<file path="config.mk">
export PLATFORM = sky130hd
export DESIGN_NAME = brid_manager_flat
export DESIGN_NICKNAME = d
export VERILOG_FILES = /design/src/rtl/brid_pkg.sv /design/src/rtl/brid_manager_if.sv /design/src/rtl/brid_manager.sv /design/src/flat_wrapper.sv
export SDC_FILE = /design/constraint.sdc
export NUM_CORES = 1
export LEC_CHECK = 0
export CAP_MARGIN = 0
export CORE_MARGIN = 2
export CORE_UTILIZATION = 50
export DETAILED_ROUTE_END_ITERATION = 6
export GPL_TIMING_DRIVEN = 0
export MAX_ROUTING_LAYER = met4
export PLACE_DENSITY = 0.74
export SYNTH_ARGS = -nofsm -noshare
export SYNTH_HDL_FRONTEND = slang
export SYNTH_SLANG_ARGS = --single-unit
</file>
<file path="constraint.sdc">
create_clock -name clk_i -period 3 [get_ports clk_i]
set_clock_uncertainty 0.1 [all_clocks]
set_input_delay 0.45 -clock clk_i [delete_from_list [all_inputs] [get_ports clk_i]]
set_output_delay 0.45 -clock clk_i [all_outputs]
set_load 0.05 [all_outputs]
</file>
<file path="src/rtl/brid_pkg.sv">
// Shared types and helpers for the branch-ID manager.
package brid_pkg;

    localparam int unsigned BridWidth      = 2;
    localparam int unsigned NumCheckpoints = 2 ** BridWidth;

    typedef logic [BridWidth-1:0] brid_t;
    typedef logic [BridWidth:0]   brid_cnt_t;

    typedef enum logic {
        RUN     = 1'b0,
        RECOVER = 1'b1
    } brid_state_e;

    // Distance of b from the ring head, modulo the ring size.
    function automatic brid_t brid_age(input brid_t b, input brid_t head);
        return brid_t'(b - head);
    endfunction

endpackage

</file>
<file path="src/rtl/brid_manager_if.sv">
// Decode/branch-unit handshake and allocator checkpoint signals of the BRID manager.
interface brid_manager_if;
    import brid_pkg::*;

    logic  branch_valid_i;
    logic  branch_ready_o;
    brid_t branch_brid_o;
    logic  resolve_valid_i;
    brid_t resolve_brid_i;
    logic  resolve_mispredict_i;
    logic  alloc_new_checkpoint_o;
    brid_t alloc_brid_o;
    logic  missprediction_o;
    brid_t missprediction_brid_o;

    modport master (
        output branch_valid_i, resolve_valid_i, resolve_brid_i, resolve_mispredict_i,
        input  branch_ready_o, branch_brid_o, alloc_new_checkpoint_o, alloc_brid_o,
               missprediction_o, missprediction_brid_o
    );

    modport slave (
        input  branch_valid_i, resolve_valid_i, resolve_brid_i, resolve_mispredict_i,
        output branch_ready_o, branch_brid_o, alloc_new_checkpoint_o, alloc_brid_o,
               missprediction_o, missprediction_brid_o
    );

endinterface

</file>
<file path="src/rtl/brid_manager.sv">
// Branch-ID ring: in-order allocate/retire, out-of-order resolve, mispredict rollback.
// Optional statistics counters are enabled by defining BRID_MANAGER_STATS_EN.
module brid_manager
    import brid_pkg::*;
(
    input  logic           clk_i,
    input  logic           rst_ni,
    input  logic           flush_i,
    brid_manager_if.slave  bus,
    output logic           full_o,
    output logic           empty_o,
    output brid_cnt_t      count_o
`ifdef BRID_MANAGER_STATS_EN
    ,
    output logic [15:0]    mispredict_count_o,
    output logic [15:0]    stall_count_o
`endif
);

    brid_state_e               state_q, state_d;
    brid_t                     head_q, head_d;
    brid_t                     tail_q, tail_d;
    brid_cnt_t                 count_q, count_d;
    logic [NumCheckpoints-1:0] valid_q, valid_d;
    logic [NumCheckpoints-1:0] resolved_q, resolved_d;
    logic                      missp_q, missp_d;
    brid_t                     missp_brid_q, missp_brid_d;

    logic ready_c;
    logic fire_c;
    logic resolve_hit_c;
    logic mispredict_c;
    logic retire_c;

    assign full_o  = (count_q == brid_cnt_t'(NumCheckpoints));
    assign empty_o = (count_q == '0);
    assign count_o = count_q;

    assign ready_c       = !full_o && (state_q == RUN) && !flush_i
                           && !(bus.resolve_valid_i && bus.resolve_mispredict_i);
    assign fire_c        = bus.branch_valid_i && ready_c;
    assign resolve_hit_c = bus.resolve_valid_i && valid_q[bus.resolve_brid_i];
    assign mispredict_c  = !flush_i && resolve_hit_c && bus.resolve_mispredict_i;
    assign retire_c      = valid_q[head_q] && resolved_q[head_q];

    assign bus.branch_ready_o         = ready_c;
    assign bus.branch_brid_o          = tail_q;
    assign bus.alloc_new_checkpoint_o = fire_c;
    assign bus.alloc_brid_o           = tail_q;
    assign bus.missprediction_o       = missp_q;
    assign bus.missprediction_brid_o  = missp_brid_q;

    always_ff @(posedge clk_i or negedge rst_ni) begin
        if (!rst_ni) begin
            state_q      <= RUN;
            head_q       <= '0;
            tail_q       <= '0;
            count_q      <= '0;
            valid_q      <= '0;
            resolved_q   <= '0;
            missp_q      <= 1'b0;
            missp_brid_q <= '0;
        end else begin
            state_q      <= state_d;
            head_q       <= head_d;
            tail_q       <= tail_d;
            count_q      <= count_d;
            valid_q      <= valid_d;
            resolved_q   <= resolved_d;
            missp_q      <= missp_d;
            missp_brid_q <= missp_brid_d;
        end
    end

    // Ring update: flush > mispredict rollback > normal resolve/retire/grant.
    always_comb begin
        state_d      = state_q;
        head_d       = head_q;
        tail_d       = tail_q;
        count_d      = count_q;
        valid_d      = valid_q;
        resolved_d   = resolved_q;
        missp_d      = 1'b0;
        missp_brid_d = missp_brid_q;

        if (flush_i) begin
            valid_d    = '0;
            resolved_d = '0;
            head_d     = tail_q;
            count_d    = '0;
            state_d    = RUN;
        end else if (mispredict_c) begin
            // A resolved head may still retire unless it is the mispredicted branch itself.
            if (retire_c && (bus.resolve_brid_i != head_q)) begin
                valid_d[head_q]    = 1'b0;
                resolved_d[head_q] = 1'b0;
                head_d             = head_q + 1'b1;
            end
            for (int unsigned i = 0; i < NumCheckpoints; i++) begin
                if (brid_age(brid_t'(i), head_q) >= brid_age(bus.resolve_brid_i, head_q)) begin
                    valid_d[brid_t'(i)]    = 1'b0;
                    resolved_d[brid_t'(i)] = 1'b0;
                end
            end
            tail_d       = bus.resolve_brid_i;
            count_d      = brid_cnt_t'(brid_age(bus.resolve_brid_i, head_d));
            missp_d      = 1'b1;
            missp_brid_d = bus.resolve_brid_i;
            state_d      = RECOVER;
        end else begin
            if (resolve_hit_c) begin
                resolved_d[bus.resolve_brid_i] = 1'b1;
            end
            if (retire_c) begin
                valid_d[head_q]    = 1'b0;
                resolved_d[head_q] = 1'b0;
                head_d             = head_q + 1'b1;
            end
            if (fire_c) begin
                valid_d[tail_q]    = 1'b1;
                resolved_d[tail_q] = 1'b0;
                tail_d             = tail_q + 1'b1;
            end
            count_d = count_q + brid_cnt_t'(fire_c) - brid_cnt_t'(retire_c);
            state_d = RUN;
        end
    end

`ifdef BRID_MANAGER_STATS_EN
    logic [15:0] mispredict_cnt_q;
    logic [15:0] stall_cnt_q;

    // Saturating event counters; flush leaves them intact.
    always_ff @(posedge clk_i or negedge rst_ni) begin
        if (!rst_ni) begin
            mispredict_cnt_q <= '0;
            stall_cnt_q      <= '0;
        end else begin
            if (mispredict_c && (mispredict_cnt_q != 16'hFFFF)) begin
                mispredict_cnt_q <= mispredict_cnt_q + 16'd1;
            end
            if (bus.branch_valid_i && !ready_c && (stall_cnt_q != 16'hFFFF)) begin
                stall_cnt_q <= stall_cnt_q + 16'd1;
            end
        end
    end

    assign mispredict_count_o = mispredict_cnt_q;
    assign stall_count_o      = stall_cnt_q;
`endif

endmodule

</file>
<file path="src/flat_wrapper.sv">
// flat-port wrapper written by rule: the top's interface ports become plain ports
module brid_manager_flat import brid_pkg::*;
  (clk_i, rst_ni, flush_i, full_o, empty_o, count_o, bus_branch_valid_i, bus_resolve_valid_i, bus_resolve_brid_i, bus_resolve_mispredict_i, bus_branch_ready_o, bus_branch_brid_o, bus_alloc_new_checkpoint_o, bus_alloc_brid_o, bus_missprediction_o, bus_missprediction_brid_o);
  brid_manager_if bus_i ();
  input  logic clk_i;
  input  logic rst_ni;
  input  logic flush_i;
  output logic full_o;
  output logic empty_o;
  output brid_cnt_t count_o;
  input wire logic [$bits(bus_i.branch_valid_i)-1:0] bus_branch_valid_i;
  input wire logic [$bits(bus_i.resolve_valid_i)-1:0] bus_resolve_valid_i;
  input wire logic [$bits(bus_i.resolve_brid_i)-1:0] bus_resolve_brid_i;
  input wire logic [$bits(bus_i.resolve_mispredict_i)-1:0] bus_resolve_mispredict_i;
  output wire logic [$bits(bus_i.branch_ready_o)-1:0] bus_branch_ready_o;
  output wire logic [$bits(bus_i.branch_brid_o)-1:0] bus_branch_brid_o;
  output wire logic [$bits(bus_i.alloc_new_checkpoint_o)-1:0] bus_alloc_new_checkpoint_o;
  output wire logic [$bits(bus_i.alloc_brid_o)-1:0] bus_alloc_brid_o;
  output wire logic [$bits(bus_i.missprediction_o)-1:0] bus_missprediction_o;
  output wire logic [$bits(bus_i.missprediction_brid_o)-1:0] bus_missprediction_brid_o;
  assign bus_i.branch_valid_i = bus_branch_valid_i;
  assign bus_i.resolve_valid_i = bus_resolve_valid_i;
  assign bus_i.resolve_brid_i = bus_resolve_brid_i;
  assign bus_i.resolve_mispredict_i = bus_resolve_mispredict_i;
  assign bus_branch_ready_o = bus_i.branch_ready_o;
  assign bus_branch_brid_o = bus_i.branch_brid_o;
  assign bus_alloc_new_checkpoint_o = bus_i.alloc_new_checkpoint_o;
  assign bus_alloc_brid_o = bus_i.alloc_brid_o;
  assign bus_missprediction_o = bus_i.missprediction_o;
  assign bus_missprediction_brid_o = bus_i.missprediction_brid_o;
  brid_manager u_core (.clk_i(clk_i), .rst_ni(rst_ni), .flush_i(flush_i), .bus(bus_i), .full_o(full_o), .empty_o(empty_o), .count_o(count_o));
endmodule
</file>
Yosys cells after proc, flatten, opt, wreduce, memory -nomap -nowiden
Cells that the tools add are included.
{"block": "classes", "add_sub_neg": 10, "order_cmp": 10, "n_eq_ne": 6, "mux": 49, "bitwise": 10, "reduce_logical": 21}
{"operator": "$mux 4", "count": 17}
{"operator": "$and 4x4->4", "count": 4}
{"operator": "$mux 1", "count": 16}
{"operator": "$mux 2", "count": 8}
{"operator": "$ne 4x4->1 const B", "count": 4}
{"operator": "$logic_and 1x1->1", "count": 13}
{"operator": "$lt 2x3->1 const B", "count": 3}
{"operator": "$ge 2x2->1", "count": 4}
{"operator": "$not 4->4", "count": 2}
{"operator": "$or 4x4->4", "count": 2}
{"operator": "$bmux 1 s2", "count": 3}
{"operator": "$demux 1 s2", "count": 3}
{"operator": "$ge 2x1->1 const B", "count": 3}
{"operator": "$mux 3", "count": 2}
{"operator": "$add 2x1->2 const B", "count": 2}
{"operator": "$reduce_and 2->1", "count": 2}
{"operator": "$sub 1x2->2 const A", "count": 2}
{"operator": "$sub 2x2->2", "count": 2}
{"operator": "$sub 2x2->2 const A", "count": 2}
{"operator": "$add 3x1->3", "count": 1}
{"operator": "$eq 3x3->1 const B", "count": 1}
{"operator": "$logic_not 1->1", "count": 3}
{"operator": "$logic_not 3->1", "count": 1}
{"operator": "$reduce_bool 3->1", "count": 1}
{"operator": "4 further kinds", "count": 5}
{"block": "word_totals", "regBits": 18, "in_bits": 8, "output_inout_bits": 14, "wordCells": 119}

Longest topological paths before layout
Gate-level depths: netlist of run 1.
{"block": "logic_depth", "ltp_word": 16, "depth_mapped": 13, "ltp_nobuf": 11}

Worst setup path before layout of run 1
OpenSTA, ideal clock, no wires.
{"block": "synth_path", "path_type": "flip-flop to flip-flop", "start": "register u_core.count_q[2], in the netlist u_core.count_o[2]", "end": "register u_core.count_q[2], in the netlist u_core.count_o[2]", "setup_ns": 0.086, "arrival_ns": 4.078, "t_required_ns": 2.814, "setup_slack_ns": -1.264, "path_stages_with_launch": 13, "path_buffers": 1, "synth_period_minus_slack_ns": 4.264, "path_cell_list": "dfrtp_1 -> nor3b_1 -> and4b_2 -> clkbuf_1 -> inv_1 -> ha_1 -> inv_1 -> ha_1 -> inv_1 -> fa_1 -> xor2_1 -> xnor2_1 -> nor3_1"}
{"block": "synth_between", "elab_chain_len": 10}
{"element": "start: declaration", "line": "brid_manager.sv:23", "source": "brid_cnt_t count_q, count_d;"}
{"element": "start signal: assignment", "line": "brid_manager.sv:67", "source": "count_q <= count_d;"}
{"element": "$eq 3x3->1", "line": "brid_manager.sv:35", "source": "assign full_o = (count_q == brid_cnt_t'(NumCheckpoints));"}
{"element": "named net full_o", "line": "flat_wrapper.sv:8", "source": "output logic full_o;"}
{"element": "$logic_not 1->1", "line": "brid_manager.sv:39", "source": "assign ready_c = !full_o && (state_q == RUN) && !flush_i"}
{"element": "$logic_and 1x1->1 (2 in series)", "line": "brid_manager.sv:39"}
{"element": "$logic_and 1x1->1", "line": "brid_manager.sv:40", "source": "&& !(bus.resolve_valid_i && bus.resolve_mispredict_i);"}
{"element": "$logic_and 1x1->1", "line": "brid_manager.sv:41", "source": "assign fire_c = bus.branch_valid_i && ready_c;"}
{"element": "named net bus_alloc_new_checkpoint_o", "line": "flat_wrapper.sv:17", "source": "output wire logic [$bits(bus_i.alloc_new_checkpoint_o)-1:0] bus_alloc_new_checkpoint_o;"}
{"element": "$add 3x1->3", "line": "brid_manager.sv:124", "source": "count_d = count_q + brid_cnt_t'(fire_c) - brid_cnt_t'(retire_c);"}
{"element": "$sub 3x1->3", "line": "brid_manager.sv:124"}
{"element": "$mux 3", "line": "brid_manager.sv:92", "source": "end else if (mispredict_c) begin"}
{"element": "$mux 3", "line": "brid_manager.sv:86", "source": "if (flush_i) begin"}
{"element": "named net u_core.count_d[2]", "line": "brid_manager.sv:23"}
The timed path passes the listed nets, and every way through them passes these cells.
A chain may end at the register's enable or synchronous reset.

Final worst setup path of run 1
{"block": "layout_path", "start": "input port bus_resolve_brid_i[0]", "end": "register u_core.count_q[1], in the netlist u_core.count_o[1]"}
{"block": "layout_between", "elab_chain_len": 8, "word_cells_on_any_way": 13, "classes_between": "add/sub: 1; eq/ne: 1; mux: 7; reduce/logical: 4"}
{"element": "start: declaration", "line": "flat_wrapper.sv:13", "source": "input wire logic [$bits(bus_i.resolve_brid_i)-1:0] bus_resolve_brid_i;"}
{"element": "$ne 2x2->1", "line": "brid_manager.sv:94", "source": "if (retire_c && (bus.resolve_brid_i != head_q)) begin"}
{"element": "$logic_and 1x1->1", "line": "brid_manager.sv:94"}
{"element": "$mux 2", "line": "brid_manager.sv:94"}
{"element": "$mux 2", "line": "brid_manager.sv:92"}
{"element": "$mux 2", "line": "brid_manager.sv:86"}
{"element": "$sub 2x2->2", "line": "brid_pkg.sv:17", "source": "return brid_t'(b - head);"}
{"element": "$mux 3 *", "line": "brid_manager.sv:92"}
{"element": "$mux 3 *", "line": "brid_manager.sv:86"}
{"element": "named net u_core.count_d[1]", "line": "brid_manager.sv:23"}
The timed path passes the listed nets; every way through them passes the cells marked *. The select of a mux whose other input is x is not followed.

==> impl_metrics.env, run 1 <==
export IMPL_synth_warning_count=0
export IMPL_power_share_clock=0.105
export IMPL_yosys_top_cells_count="dfrtp_1, nand2_1, ha_1"
export IMPL_timing_final_crit_period_ps=2890
export IMPL_synth_fp_nets=194
export IMPL_synth_ff_type="dfrtp_1"
export IMPL_synth_top_cell_area_share=0.285
export IMPL_setup_violators_final=0
export IMPL_cp_data_required_time_ps=3130
export IMPL_dominant_combinational_cell_family_by_area_after_synthesis="compound AO/OA/AOI/OAI gates"
export IMPL_synth_enable_flop_cells=0
export IMPL_route_detailed_drc=0
export IMPL_max_freq_mhz=346
export IMPL_start_kind="input port"
export IMPL_peakVddDrop_uv=537
export IMPL_synth_async_sr_flop_share=1.00
export IMPL_die_h_um=60.2
export IMPL_num_nets_final=222
export IMPL_stdcell_count=238
export IMPL_power_density_cell_area_nw_per_um2=762
export IMPL_drt_pass1_iter_count=6
export IMPL_io_buffer_count=20
export IMPL_yosys_area_share_simple=0.167
export IMPL_critPathMaxFanout=6
export IMPL_io_pins=22
export IMPL_clock_tree_htree_level_count=1
export IMPL_clkLatencyLatePin_ps=300
export IMPL_grt_pass1_wl_um=6540
export IMPL_initial_utilization=0.522
export IMPL_syn_mean_instance_area_um2=9.47
export IMPL_dpl_cell_count=231
export IMPL_critical_path_top_delay_family="buffers and inverters"
export IMPL_synthesis_area_um2=1580
export IMPL_avgViaCountPerCell=6.01
export IMPL_post_synth_num_cell_types=51
export IMPL_antenna_left=0
export IMPL_muxShareOfSynthArea=0.0633
export IMPL_timing_max_transition_violations_final=0
export IMPL_grt_max_degree=19
export IMPL_cts_root_buffer="clkbuf_4"
export IMPL_status="finished clean"
export IMPL_cp_common_cell="buf_6"
export IMPL_setup_worst_path_end_class="flop"
export IMPL_power_frac_seq=0.257
export IMPL_sw_ratio=0.511
export IMPL_cts_tree="yes"
export IMPL_comb_power_share=0.639
export IMPL_switching_power_w=0.000774
export IMPL_routed_via_count=1431
export IMPL_worstSetupPathType="in -> reg"
export IMPL_routed_wl_um=4060
export IMPL_tritoncts_num_sinks=18
export IMPL_average_routed_wire_per_standard_cell_um=17.1
export IMPL_floorplan_core_area_um2=3030
export IMPL_drv_cap=0
export IMPL_synth_seq_cells=18
export IMPL_synth_fa_ha_area_frac=0.165
export IMPL_floorplan_die_area_um2=3630
export IMPL_growth_of_design_area_from_synthesis_to_finish_pct=25.8
export IMPL_critical_path_cell_chain="clkdlybuf4s50_1 -> buf_6 -> clkinvlp_4 -> ha_4 -> nand2_2 -> and2_4 -> buf_6 -> xnor2_1 -> ha_1 -> xnor2_2 -> nor3_1 -> mux2_4 -> nor3_2"
export IMPL_numCtsBuffers=3
export IMPL_flop_to_flop_setup_slack_ps=130
export IMPL_relSlewSlack=0.439
export IMPL_cellInternalPower_w=0.000741
export IMPL_core_rowCount=20
export IMPL_max_clock_path_buffers=2
export IMPL_antenna_found_initial=0
export IMPL_globalRoute_totalOverflow=0
export IMPL_synthCells=167
export IMPL_gr_usage_all_layers=0.252
export IMPL_antennaDiodeCount=0
export IMPL_chipWidth_um=60.2
export IMPL_p_leak_nw=0.852
export IMPL_clkTransAtPathRegs_ps=110
export IMPL_post_synth_top_count_cell="dfrtp_1"
export IMPL_synth_top_cell_by_area="dfrtp_1"
export IMPL_number_of_global_route_vias_before_repair=1368
export IMPL_hold_path_class="in -> reg"
export IMPL_critPathSlowestCell="clkdlybuf4s50_1"
export IMPL_post_dp_cell_area_um2=1900
export IMPL_max_stage_delay_ps=510
export IMPL_cp_buffers_inverters=4
export IMPL_gp_congestion=0.957
export IMPL_stdcell_area_um2=1990
export IMPL_whs_ps=244
export IMPL_fin_total_pwr_w=0.00152
export IMPL_synthTopCellsByArea="dfrtp_1, ha_1, nand2_1"
export IMPL_synth_xor_area_frac=0.0443
export IMPL_min_period_over_period=0.962
export IMPL_synth_compound_gate_area_share=0.191
export IMPL_place_hpwl_um=3120
export IMPL_crit_arrival_ps=3020
export IMPL_drt_first_iter_violations=73
export IMPL_timing_hold_violations_final=0
export IMPL_fraction_of_the_yosys_area_taken_by_sequential_cells=0.285
export IMPL_final_layout_size_suffix_gt1_frac=0.222
export IMPL_slew_at_the_pin_closest_to_its_max_slew_limit_ps=839
state kept, by name, summed over array words and instances, names as in the netlist:
signal,flops
u_core.count_o,3
u_core.bus.alloc_brid_o,2
u_core.head_q,2
u_core.resolved_q,4
u_core.state_q,1
u_core.bus.missprediction_brid_o,2
u_core.valid_q,4
per-layer routing:
| layer | global-route usage | vias up | wire, µm |
|---|---|---|---|
| met3 | 0.0238 | 15 | 243 |
| met2 | 0.415 | 61 | 2020 |
| met4 | 0.0921 | 0 | 89 |
| met1 | 0.322 | 703 | 1710 |
| li1 | - | 652 | - |
| met5 | - | - | 0 |
path summary, 6_finish.rpt:
kind | start | endpoint | cells past startpoint
worst min register to register | u_core.bus.missprediction_brid_o[1] | u_core.bus.missprediction_brid_o[1] | 1
worst max register to register | u_core.head_q[1] | u_core.count_o[2] | 11
max in group asynchronous | rst_ni | u_core.count_o[0] | 1
worst max-delay path | bus_resolve_brid_i[0] | u_core.count_o[1] | 13
min in group asynchronous | rst_ni | u_core.valid_q[0] | 1
worst min-delay path | flush_i | u_core.count_o[2] | 2
cells in the final DEF, fill, tap and decap left out, types with 3 or more instances in the layout:
cell type,synthesis,layout
a21oi_1,12,12
buf_6,4,4
dfrtp_2,0,3
xnor2_1,6,5
ha_4,0,3
o211ai_1,4,4
nand2_1,17,16
nor3_1,6,6
mux2i_1,4,4
dfrtp_1,18,15
ha_1,16,13
clkdlybuf4s50_1,0,18
inv_2,2,4
clkbuf_4,0,3
o21ai_0,6,5
a41oi_1,3,3
buf_4,2,5
nor2_1,6,6
a211oi_1,3,3
inv_1,11,7
nand3_1,5,5
stage by stage:
step	setup TNS, ps	utilization	setup WS [ps]
after floorplan	-33.0	-	-33.0
after global placement	-933	0.629	-246
after detailed placement	-1480	0.629	-328
after CTS	0	0.643	51.2
after global routing	-20.4	0.657	-20.4
final	0	0.657	114
repair_timing:
item	4_1_cts	5_1_grt
hold buffers	0	0
pin swaps	0	1
setup buffers	0	3
endpoints found under the setup margin	2	6
gates resized for setup	2	6
power by group through the flow:
stage | Combinational, W | Sequential [W] | Clock, W
2_1_floorplan | 0.000565 | 0.000474 | 0
3_3_place_gp | 0.000893 | 0.000385 | 0
3_5_place_dp | 0.000927 | 0.000390 | 0
4_1_cts | 0.000933 | 0.000386 | 0.000160
5_1_grt | 0.00105 | 0.000397 | 0.000167
6_report | 0.000968 | 0.000389 | 0.000159
area by class of cell:
type	instances	area [µm²]
multi-input cells	126	1060
clock buffers	4	36.3
flip-flops and latches	18	454
inverters	14	58.8
repair buffers	23	224
plain buffers	9	104
well taps	44	55.1
fillers	261	1040
kinds of logic after synthesis:
| group | count (synthesis) |
|---|---|
| compound gates | 44 |
| xor+xnor | 8 |
| simple gates | 48 |
| flops | 18 |
| buf+inv | 23 |
| fa+ha+maj | 19 |
| mux | 7 |
Power figures use the tool's default switching activity.
==> run 2: changes to the inputs <==
--- a/config.mk
+++ b/config.mk
@@ -5,13 +5,14 @@
 export SDC_FILE = /design/constraint.sdc
 export NUM_CORES = 1
 export LEC_CHECK = 0
+export ABC_AREA = 1
 export CAP_MARGIN = 0
 export CORE_MARGIN = 2
 export CORE_UTILIZATION = 50
 export DETAILED_ROUTE_END_ITERATION = 6
 export GPL_TIMING_DRIVEN = 0
 export MAX_ROUTING_LAYER = met4
-export PLACE_DENSITY = 0.74
+export PLACE_DENSITY = 0.73
 export SYNTH_ARGS = -nofsm -noshare
 export SYNTH_HDL_FRONTEND = slang
 export SYNTH_SLANG_ARGS = --single-unit
==> impl_metrics.env, run 2 <==
export IMPL_route_detailed_drc=0
export IMPL_synthesis_area_um2=1820
export IMPL_clkTransAtPathRegs_ps=90
export IMPL_postCtsHoldBufs=0
export IMPL_drt_first_iter_violations=93
export IMPL_final_core_utilization=0.625
export IMPL_grt_setup_unrepaired="no"
export IMPL_io_pins=22
export IMPL_synth_async_sr_flop_share=1.00
export IMPL_yosys_top_cells_count="nand2_1, nand3_1, inv_1"
export IMPL_timing_hold_violations_final=0
export IMPL_grt_pass1_wl_um=7410
export IMPL_grt_max_degree=19
export IMPL_avgViaCountPerCell=5.00
export IMPL_post_synth_top_count_cell="nand2_1"
export IMPL_setup_ws_ps=146
export IMPL_post_synth_num_cell_types=30
export IMPL_worstSetupPathType="in -> out"
export IMPL_cts_root_buffer="clkbuf_4"
export IMPL_synth_top_cell_by_area="dfrtp_1"
export IMPL_numCtsBuffers=3
export IMPL_cts_tree="yes"
export IMPL_start_kind="input port"
export IMPL_final_common_cell="nand2_1"
export IMPL_hold_path_class="reg -> reg"
export IMPL_globalRoute_totalOverflow=0
export IMPL_setup_tns_ps=0
export IMPL_tritoncts_num_sinks=18
export IMPL_drt_pass1_iter_count=4
export IMPL_crit_arrival_ps=2300
export IMPL_synth_top_cell_area_share=0.247
export IMPL_chipWidth_um=64.3
export IMPL_antenna_left=0
export IMPL_syn_mean_instance_area_um2=6.84
export IMPL_stdcell_count=337
export IMPL_synth_seq_cells=18
export IMPL_dpl_cell_count=333
export IMPL_setup_worst_path_end_class="output port"
export IMPL_routed_wl_um=4260
export IMPL_max_clock_path_buffers=2
export IMPL_synthTopCellsByArea="dfrtp_1, nand2_1, ha_1"
export IMPL_average_routed_wire_per_standard_cell_um=12.6
export IMPL_min_period_over_period=0.951
export IMPL_cp_data_required_time_ps=2450
export IMPL_num_nets_final=320
export IMPL_synthCells=266
export IMPL_fraction_of_the_yosys_area_taken_by_sequential_cells=0.247
export IMPL_synth_ff_type="dfrtp_1"
export IMPL_p_leak_nw=1.20
export IMPL_relSlewSlack=0.410
export IMPL_gr_usage_all_layers=0.235
export IMPL_synth_warning_count=0
export IMPL_power_density_cell_area_nw_per_um2=832
export IMPL_io_buffer_count=21
export IMPL_critPathMaxFanout=10
export IMPL_gp_congestion=0.932
export IMPL_status="finished clean"
export IMPL_place_hpwl_um=3320
export IMPL_layout_common_cells="nand2_1, nand3_1, inv_1"
export IMPL_growth_of_design_area_from_synthesis_to_finish_pct=17.3
export IMPL_timing_max_transition_violations_final=0
export IMPL_clkLatencyLatePin_ps=300
export IMPL_slew_at_the_pin_closest_to_its_max_slew_limit_ps=882
export IMPL_core_rowCount=21
export IMPL_synth_enable_flop_cells=0
export IMPL_stdcell_area_um2=2130
export IMPL_routed_via_count=1684
export IMPL_drv_cap=0
export IMPL_setup_violators_final=0
export IMPL_number_of_global_route_vias_before_repair=1513
export IMPL_place_ws_ps=-219
export IMPL_max_freq_mhz=350
export IMPL_post_dp_cell_area_um2=2090
export IMPL_final_layout_size_suffix_gt1_frac=0.127
export IMPL_antennaDiodeCount=0
export IMPL_die_h_um=64.3
export IMPL_antenna_found_initial=0
export IMPL_peakVddDrop_uv=456
export IMPL_synth_fp_nets=293
export IMPL_clock_tree_htree_level_count=1
export IMPL_initial_utilization=0.533
export IMPL_floorplan_core_area_um2=3420
export IMPL_timing_final_crit_period_ps=2850
export IMPL_floorplan_die_area_um2=4140
run 2: kinds of logic after synthesis:
logic type / after synthesis / share of synthesized area
AND/OR/NAND/NOR: 164 / 0.427
flip-flops: 18 / 0.247
AO/OA/AOI/OAI: 16 / 0.0509
XOR/XNOR: 3 / 0.0144
adder cells (fa/ha/maj): 19 / 0.143
buffers and inverters: 46 / 0.117
run 2: per-layer routing:
metal  global-route usage  share of wire  routed length, µm
met2                0.363           0.46               1950
met5                    -              0                  0
met1                0.324           0.47               2020
met4               0.0479          0.012                 53
met3               0.0423          0.056                239
run 2: worst paths after layout:
| check | startpoint | to | slack (ps) | cells past startpoint |
|---|---|---|---|---|
| setup / recovery | flush_i | bus_alloc_new_checkpoint_o | 150 | 7 |
| hold / removal | u_core.bus.missprediction_brid_o[0] | u_core.bus.missprediction_brid_o[0] | 390 | 2 |
| setup reg to reg | u_core.head_q[0] | u_core.count_o[1] | 340 | 12 |
| hold reg to reg | u_core.bus.missprediction_brid_o[0] | u_core.bus.missprediction_brid_o[0] | 390 | 2 |
| max in group asynchronous | rst_ni | u_core.head_q[1] | 1710 | 1 |
| min in group asynchronous | rst_ni | u_core.valid_q[1] | 540 | 1 |
run 2: layout make-up:
type | instances | area [µm²]
multi-input cells | 202 | 1170
clock buffers | 3 | 22.5
flip-flops and latches | 18 | 450
well taps | 46 | 57.6
repair buffers | 22 | 223
inverters | 40 | 153
fillers | 336 | 1280
plain buffers | 6 | 60.1
run 2: report_power, final:
group          switching (W)  internal, W
registers          0.0000970     0.000302
clock network      0.0000726    0.0000468
logic               0.000806     0.000452
total               0.000976     0.000800
run 2: what timing repair did:
item,in CTS,in global routing
pin swaps,0,2
gates cloned,0,0
gates resized for setup,1,7
setup endpoints to repair,1,6
endpoints found under the hold margin,0,0
buffers inserted,0,1
run 2: worst max-delay path, stage by stage:
cell	delay [ps]
clkdlybuf4s50_1	530
inv_2	230
nand3_1	180
nor2_4	180
nand2_1	120
inv_1	110
clkdlybuf4s15_1	500
run 2: stage by stage:
step                hold WS [ps]  power, W
global placement             371   0.00162
CTS                          401   0.00176
finish                       394   0.00178
global route                 414   0.00197
detailed placement           366   0.00163
floorplan                   54.4   0.00130
==> run 3: changes to the inputs <==
--- a/config.mk
+++ b/config.mk
@@ -9,10 +9,11 @@
 export CAP_MARGIN = 0
 export CORE_MARGIN = 2
 export CORE_UTILIZATION = 50
+export CTS_CLUSTER_DIAMETER = 100
 export DETAILED_ROUTE_END_ITERATION = 6
 export GPL_TIMING_DRIVEN = 0
 export MAX_ROUTING_LAYER = met4
-export PLACE_DENSITY = 0.73
+export PLACE_DENSITY = 0.76
 export SYNTH_ARGS = -nofsm -noshare
 export SYNTH_HDL_FRONTEND = slang
 export SYNTH_SLANG_ARGS = --single-unit
==> constraint.sdc (replaced) <==
create_clock -name clk_i -period 2.4 [get_ports clk_i]
set_clock_uncertainty 0.1 [all_clocks]
set_input_delay 0.36 -clock clk_i [delete_from_list [all_inputs] [get_ports clk_i]]
set_output_delay 0.36 -clock clk_i [all_outputs]
set_load 0.05 [all_outputs]
==> impl_metrics.env, run 3 (synthesized netlist as in run 2, its figures left out) <==
export IMPL_drt_first_iter_violations=97
export IMPL_relSlewSlack=0.414
export IMPL_violations="negative setup slack"
export IMPL_cellInternalPower_w=0.00126
export IMPL_worst_r2r_endpoint="u_core.valid_q[0]"
export IMPL_antennaDiodeCount=0
export IMPL_max_freq_mhz=411
export IMPL_power_share_clock=0.074
export IMPL_gr_usage_all_layers=0.239
export IMPL_cts_root_buffer="clkbuf_4"
export IMPL_start_kind="flop"
export IMPL_gp_congestion=0.942
export IMPL_min_period_over_period=1.01
export IMPL_register_area_um2=457
export IMPL_avgViaCountPerCell=5.08
export IMPL_clkLatencyLatePin_ps=310
export IMPL_drt_pass1_iter_count=4
export IMPL_grt_pass1_wl_um=7460
export IMPL_cp_buffers_inverters=0
export IMPL_status="complete, but fails checks"
export IMPL_hold_depth=2
export IMPL_timing_hold_violations_final=0
export IMPL_floorplan_core_area_um2=3420
export IMPL_final_common_cell="nand2_1"
export IMPL_worst_r2r_path_depth=10
export IMPL_sw_ratio=0.522
export IMPL_number_of_global_route_vias_before_repair=1579
export IMPL_io_pins=22
export IMPL_hold_path_class="reg -> reg"
export IMPL_route_detailed_drc=0
export IMPL_postCtsHoldBufs=0
export IMPL_fillers=295
export IMPL_core_rowCount=21
export IMPL_place_hpwl_um=3360
export IMPL_grt_setup_unrepaired="yes"
export IMPL_cp_data_required_time_ps=2540
export IMPL_min_to="u_core.bus.missprediction_brid_o[0]"
export IMPL_growth_of_design_area_from_synthesis_to_finish_pct=30.0
export IMPL_num_nets_final=336
export IMPL_place_ws_ps=-702
export IMPL_holdCritStartpoint="u_core.bus.missprediction_brid_o[0]"
export IMPL_final_layout_size_suffix_gt1_frac=0.237
export IMPL_grt_max_degree=19
export IMPL_cts_tree="yes"
export IMPL_globalRoute_totalOverflow=0
export IMPL_timing_final_crit_period_ps=2430
export IMPL_power_frac_seq=0.188
export IMPL_multi_input_gate_area_um2=1270
export IMPL_crit_cells=10
export IMPL_tritoncts_num_sinks=18
export IMPL_chipWidth_um=64.3
export IMPL_setup_violators_final=1
export IMPL_clkTransAtPathRegs_ps=100
export IMPL_flop_to_flop_setup_slack_ps=-30
export IMPL_clock_tree_htree_level_count=1
export IMPL_setup_ws_ps=-33.8
export IMPL_io_buffer_count=21
export IMPL_routed_wl_um=4790
export IMPL_cp_common_cell="nand2_1"
export IMPL_max_stage_delay_ps=620
export IMPL_comb_power_share=0.738
export IMPL_p_leak_nw=1.30
export IMPL_switching_power_w=0.00138
export IMPL_worstSetupPathType="reg -> reg"
export IMPL_floorplan_die_area_um2=4140
export IMPL_worstReg2RegStart="u_core.head_q[0]"
export IMPL_slew_at_the_pin_closest_to_its_max_slew_limit_ps=877
export IMPL_antenna_left=0
export IMPL_fin_total_pwr_w=0.00264
export IMPL_numCtsBuffers=3
export IMPL_peakVddDrop_uv=575
export IMPL_critPathSlowestCell="fa_2"
export IMPL_max_clock_path_buffers=2
export IMPL_critical_path_cell_chain="ha_4 -> fa_2 -> ha_1 -> a21oi_2 -> nand2_1 -> nor3_2 -> nor2_1 -> nor2_1 -> nand2_1 -> nand2_1"
export IMPL_crit_arrival_ps=2580
export IMPL_critPathMaxFanout=5
export IMPL_final_core_utilization=0.693
export IMPL_power_density_cell_area_nw_per_um2=1110
export IMPL_antenna_found_initial=0
export IMPL_timing_max_transition_violations_final=0
export IMPL_average_routed_wire_per_standard_cell_um=13.5
export IMPL_layout_common_cells="nand2_1, inv_1, nand3_1"
export IMPL_whs_ps=396
export IMPL_critical_path_top_delay_family="adder cells"
export IMPL_drv_cap=0
export IMPL_initial_utilization=0.533
export IMPL_routed_via_count=1798
export IMPL_die_h_um=64.3
export IMPL_setup_worst_path_end_class="flop"
-- run 3: cell types whose count changed in the layout (fill, tap and decap cells not counted), moves of 3 or more --
cell             delta
buf_4              +16
dfrtp_1             -5
dfrtp_2             +5
dlygate4sd2_1       +5
clkdlybuf4s50_1     -4
nand3_1             -4
ha_4                +3
inv_4               +3
-- run 3: area by class of cell --
| cell class | instances | area share |
|---|---|---|
| plain buffers | 6 | 0.0254 |
| clock buffers | 4 | 0.0153 |
| inverters | 40 | 0.0677 |
| multi-input cells | 202 | 0.535 |
| flip-flops and latches | 18 | 0.193 |
| well taps | 46 | 0.0243 |
| repair buffers | 38 | 0.139 |
-- run 3: worst max-delay path by stage --
stage / start / endpoint / slack (ps)
6_report: u_core.head_q[0] / u_core.valid_q[0] / -30
5_1_grt: u_core.head_q[0] / u_core.valid_q[0] / -170
4_1_cts: u_core.head_q[0] / u_core.resolved_q[2] / -40
3_5_place_dp: bus_resolve_brid_i[0] / u_core.resolved_q[2] / -700
3_3_place_gp: bus_resolve_brid_i[0] / u_core.resolved_q[2] / -670
2_1_floorplan: u_core.count_o[1] / u_core.count_o[1] / -430
-- run 3: power groups by stage --
stage	logic (W)	registers (W)	clock network, W
after floorplan	0.000974	0.000653	0
after global placement	0.00151	0.000508	0
after detailed placement	0.00154	0.000510	0
after CTS	0.00164	0.000514	0.000203
after global routing	0.00214	0.000506	0.000214
final	0.00195	0.000495	0.000196
-- run 3: worst min-delay path: stages (launching register included) --
cell and delay (ps):
dfrtp_1 360, nand2_1 50, nand2_1 60
-- run 3: metal layers --
layer  global-route usage  up-vias  wire (µm)
li1                     -      927          -
met1                0.310      827       2230
met2                0.388       36       2290
met3               0.0475        8        191
met4               0.0532        0         74
met5                    -        -          0
-- run 3: stage by stage --
step                      area [µm²]  setup TNS [ps]  cells
after detailed placement        2090           -7210    333
after floorplan                 1820            -786    266
after global routing            2370            -653    354
after global placement          2090           -6930    333
after CTS                       2210            -161    343
final                           2370           -33.8    354
-- run 3: timing repair --
action                                  in CTS  in global routing
cloned                                       0                  0
setup buffers                                6                 11
endpoints found under the setup margin      13                 12
pin swaps                                    7                  9
resized for setup                           20                 18
==> variant, RTL diff (settings of run 1) <==
Change the package constant `BridWidth` from 2 to 4.
--- a/src/rtl/brid_pkg.sv
+++ b/src/rtl/brid_pkg.sv
@@ -3,3 +3,3 @@
 
-    localparam int unsigned BridWidth      = 2;
+    localparam int unsigned BridWidth      = 4;
     localparam int unsigned NumCheckpoints = 2 ** BridWidth;
Interface: changed (5 resized); port bits go from 22 to 32. No check against the original RTL was run, so the function may have changed too.
==> variant against run 1 <==
  * The flow now finishes with violations (negative setup slack)
  * First-iteration DRC count rose to 11 times the old value
  * Sequential cell count rose by 32
  * Design area rose to 3.4 times the old value
  * Via count rose to 4.0 times the old value
  * Area after synthesis rose to 3.2 times the old value
  * Utilization rose by 4.6 points
  * Count of clock-buffer cells in the layout rose by 1
  * Sequential share of layout area fell by 4.4 points
  * Setup slack got worse by 0.38 ns
  * Routed wire length rose to 5.5 times the old value
  * Non-clock buffer count rose by 97
  * Critical endpoint is now u_core.count_o[3]
Power is not shown: default switching activity piles up to over one toggle a cycle in this logic, so the estimate is an artifact.
==> variant: results (changes against run 1) <==
| Metric | Value |
|---|---|
| Sequential area share after synthesis | 0.250 (-0.0345) |
| CTS Root Buffer Type | clkbuf_8 |
| Post-Route WL | 22400 µm (+450%) |
| Largest net degree at the start of global routing | 35 (+16) |
| Met3 Wirelength | 2620 µm (+980%) |
| Largest cells by area after synthesis | dfrtp_1 25%, ha_1 14%, a21oi_1 6.6%, nand3_1 4.5%, nand2_1 3.5% |
| Clk_lat worst skew | 0.33 ns (+0.03 ns) |
| DR iter-0 viols | 827 (+1000%) |
| Worst slew margin | 0.478 (+0.0396) |
| Post-synth top cells | 66 x a21oi_1, 56 x ha_1, 50 x dfrtp_1 |
| Hold/Removal Path Class | flip-flop to flip-flop |
| Tot GR Track Use | 0.402 (+0.150) |
| Post-Route M1 WL | 8270 µm (+380%) |
| Worst setup margin | -0.267 ns (-0.381 ns) |
| CTS Buf Count | 5 (+2) |
| Cells after Synth | 609 (+260%) |
| Post-synth cell types | 71 (+39%) |
| # nets final | 773 (+250%) |
| DP Wirelength | 14800 µm (+370%) |
| Vias in the first global route | 5631 (+310%) |
| Wire per inst | 26.8 µm (+57%) |
| CTS HTree Levels | 2 (+1) |
| GR Layer Usage met2 | 0.609 (+0.194) |
| PortBufs | 31 (+55%) |
| Router iterations before antenna repair | 7 (+1) |
| First-pass GRT wire length | 32500 µm (+400%) |
| Routing usage on met1 | 0.502 (+0.179) |
| Via count | 5788 (+300%) |
| CTS max path bufs | 2 (unchanged) |
| Syn nets | 679 (+250%) |
| Failing checks | negative setup slack |
| Placed cell area | 5690 µm² (+200%) |
| Setup-failing EPs final | 15 (+15) |
| WL met2 | 10000 µm (+400%) |
| Status | complete, but fails checks |
| Share of cells above drive strength 1 | 0.301 (+0.0795) |
| Met3 Usage GRT | 0.0852 (+0.0614) |
[variant: changes by cell type after synthesis, sizes merged, moves of 9 or more]
cell	change
a21oi	+53
nand2	+31
a31oi	+13
inv	+29
a211oi	+12
nor2	+22
buf	+19
clkbuf	+14
dfrtp	+32
o21ai	+19
nand3	+40
ha	+40
a21o	+17
nand4	+9
[variant: layout make-up]
type,count,area (µm²)
multi-input combinational,474,3980
fill,763,2890
sequential,50,1260
timing repair buffer,91,842
buffer,38,288
inverter,43,181
tap,133,166
clock buffer,5,68.8
clock inverter,3,47.5
[variant: cell families after synthesis]
| group | after synthesis | share of synthesized area |
|---|---|---|
| AO/OA/AOI/OAI | 201 | 0.266 |
| XOR/XNOR | 22 | 0.0385 |
| adder cells (fa/ha/maj) | 60 | 0.156 |
| buffers and inverters | 85 | 0.0768 |
| flip-flops | 50 | 0.250 |
| multiplexers | 10 | 0.0268 |
| AND/OR/NAND/NOR | 181 | 0.185 |
[variant: worst paths after layout]
kind	startpoint	end	slack, ns	cells past startpoint
worst max-delay path	u_core.head_q[1]	u_core.count_o[3]	-0.27	15
worst min-delay path	u_core.bus.missprediction_brid_o[0]	u_core.bus.missprediction_brid_o[0]	0.40	2
worst max register to register	u_core.head_q[1]	u_core.count_o[3]	-0.27	15
worst min register to register	u_core.bus.missprediction_brid_o[0]	u_core.bus.missprediction_brid_o[0]	0.40	2
max in group asynchronous	rst_ni	u_core.head_q[2]	1.75	3
min in group asynchronous	rst_ni	u_core.resolved_q[8]	0.47	2
[variant: worst max-delay path, cell delays in order (launching register included)]
cell and delay [ns]:
dfrtp_2 0.44, buf_8 0.15, buf_6 0.13, nand3b_1 0.20, nand4b_1 0.12, o211ai_1 0.16, or3_4 0.46, nor2_2 0.11
a21o_1 0.11, inv_1 0.05, ha_1 0.28, a21o_1 0.18, a21oi_2 0.17, xnor2_2 0.11, xnor2_2 0.27, o22ai_1 0.11
[variant: metrics by stage]
| step | setup TNS, ns | setup slack, ns | utilization |
|---|---|---|---|
| 5_1_grt | -2.53 | -0.336 | 0.703 |
| 2_1_floorplan | -0.508 | -0.157 | - |
| 6_report | -1.27 | -0.267 | 0.703 |
| 3_5_place_dp | -35.69 | -1.18 | 0.585 |
| 3_3_place_gp | -47.18 | -1.19 | 0.584 |
| 4_1_cts | -1.33 | -0.207 | 0.651 |
[variant: what timing repair did]
action	4_1_cts	5_1_grt
pin swaps	32	76
endpoints found under the setup margin	50	45
gates resized for setup	61	85
hold endpoints to repair	16	0
hold buffers	1	0
setup buffers	37	26
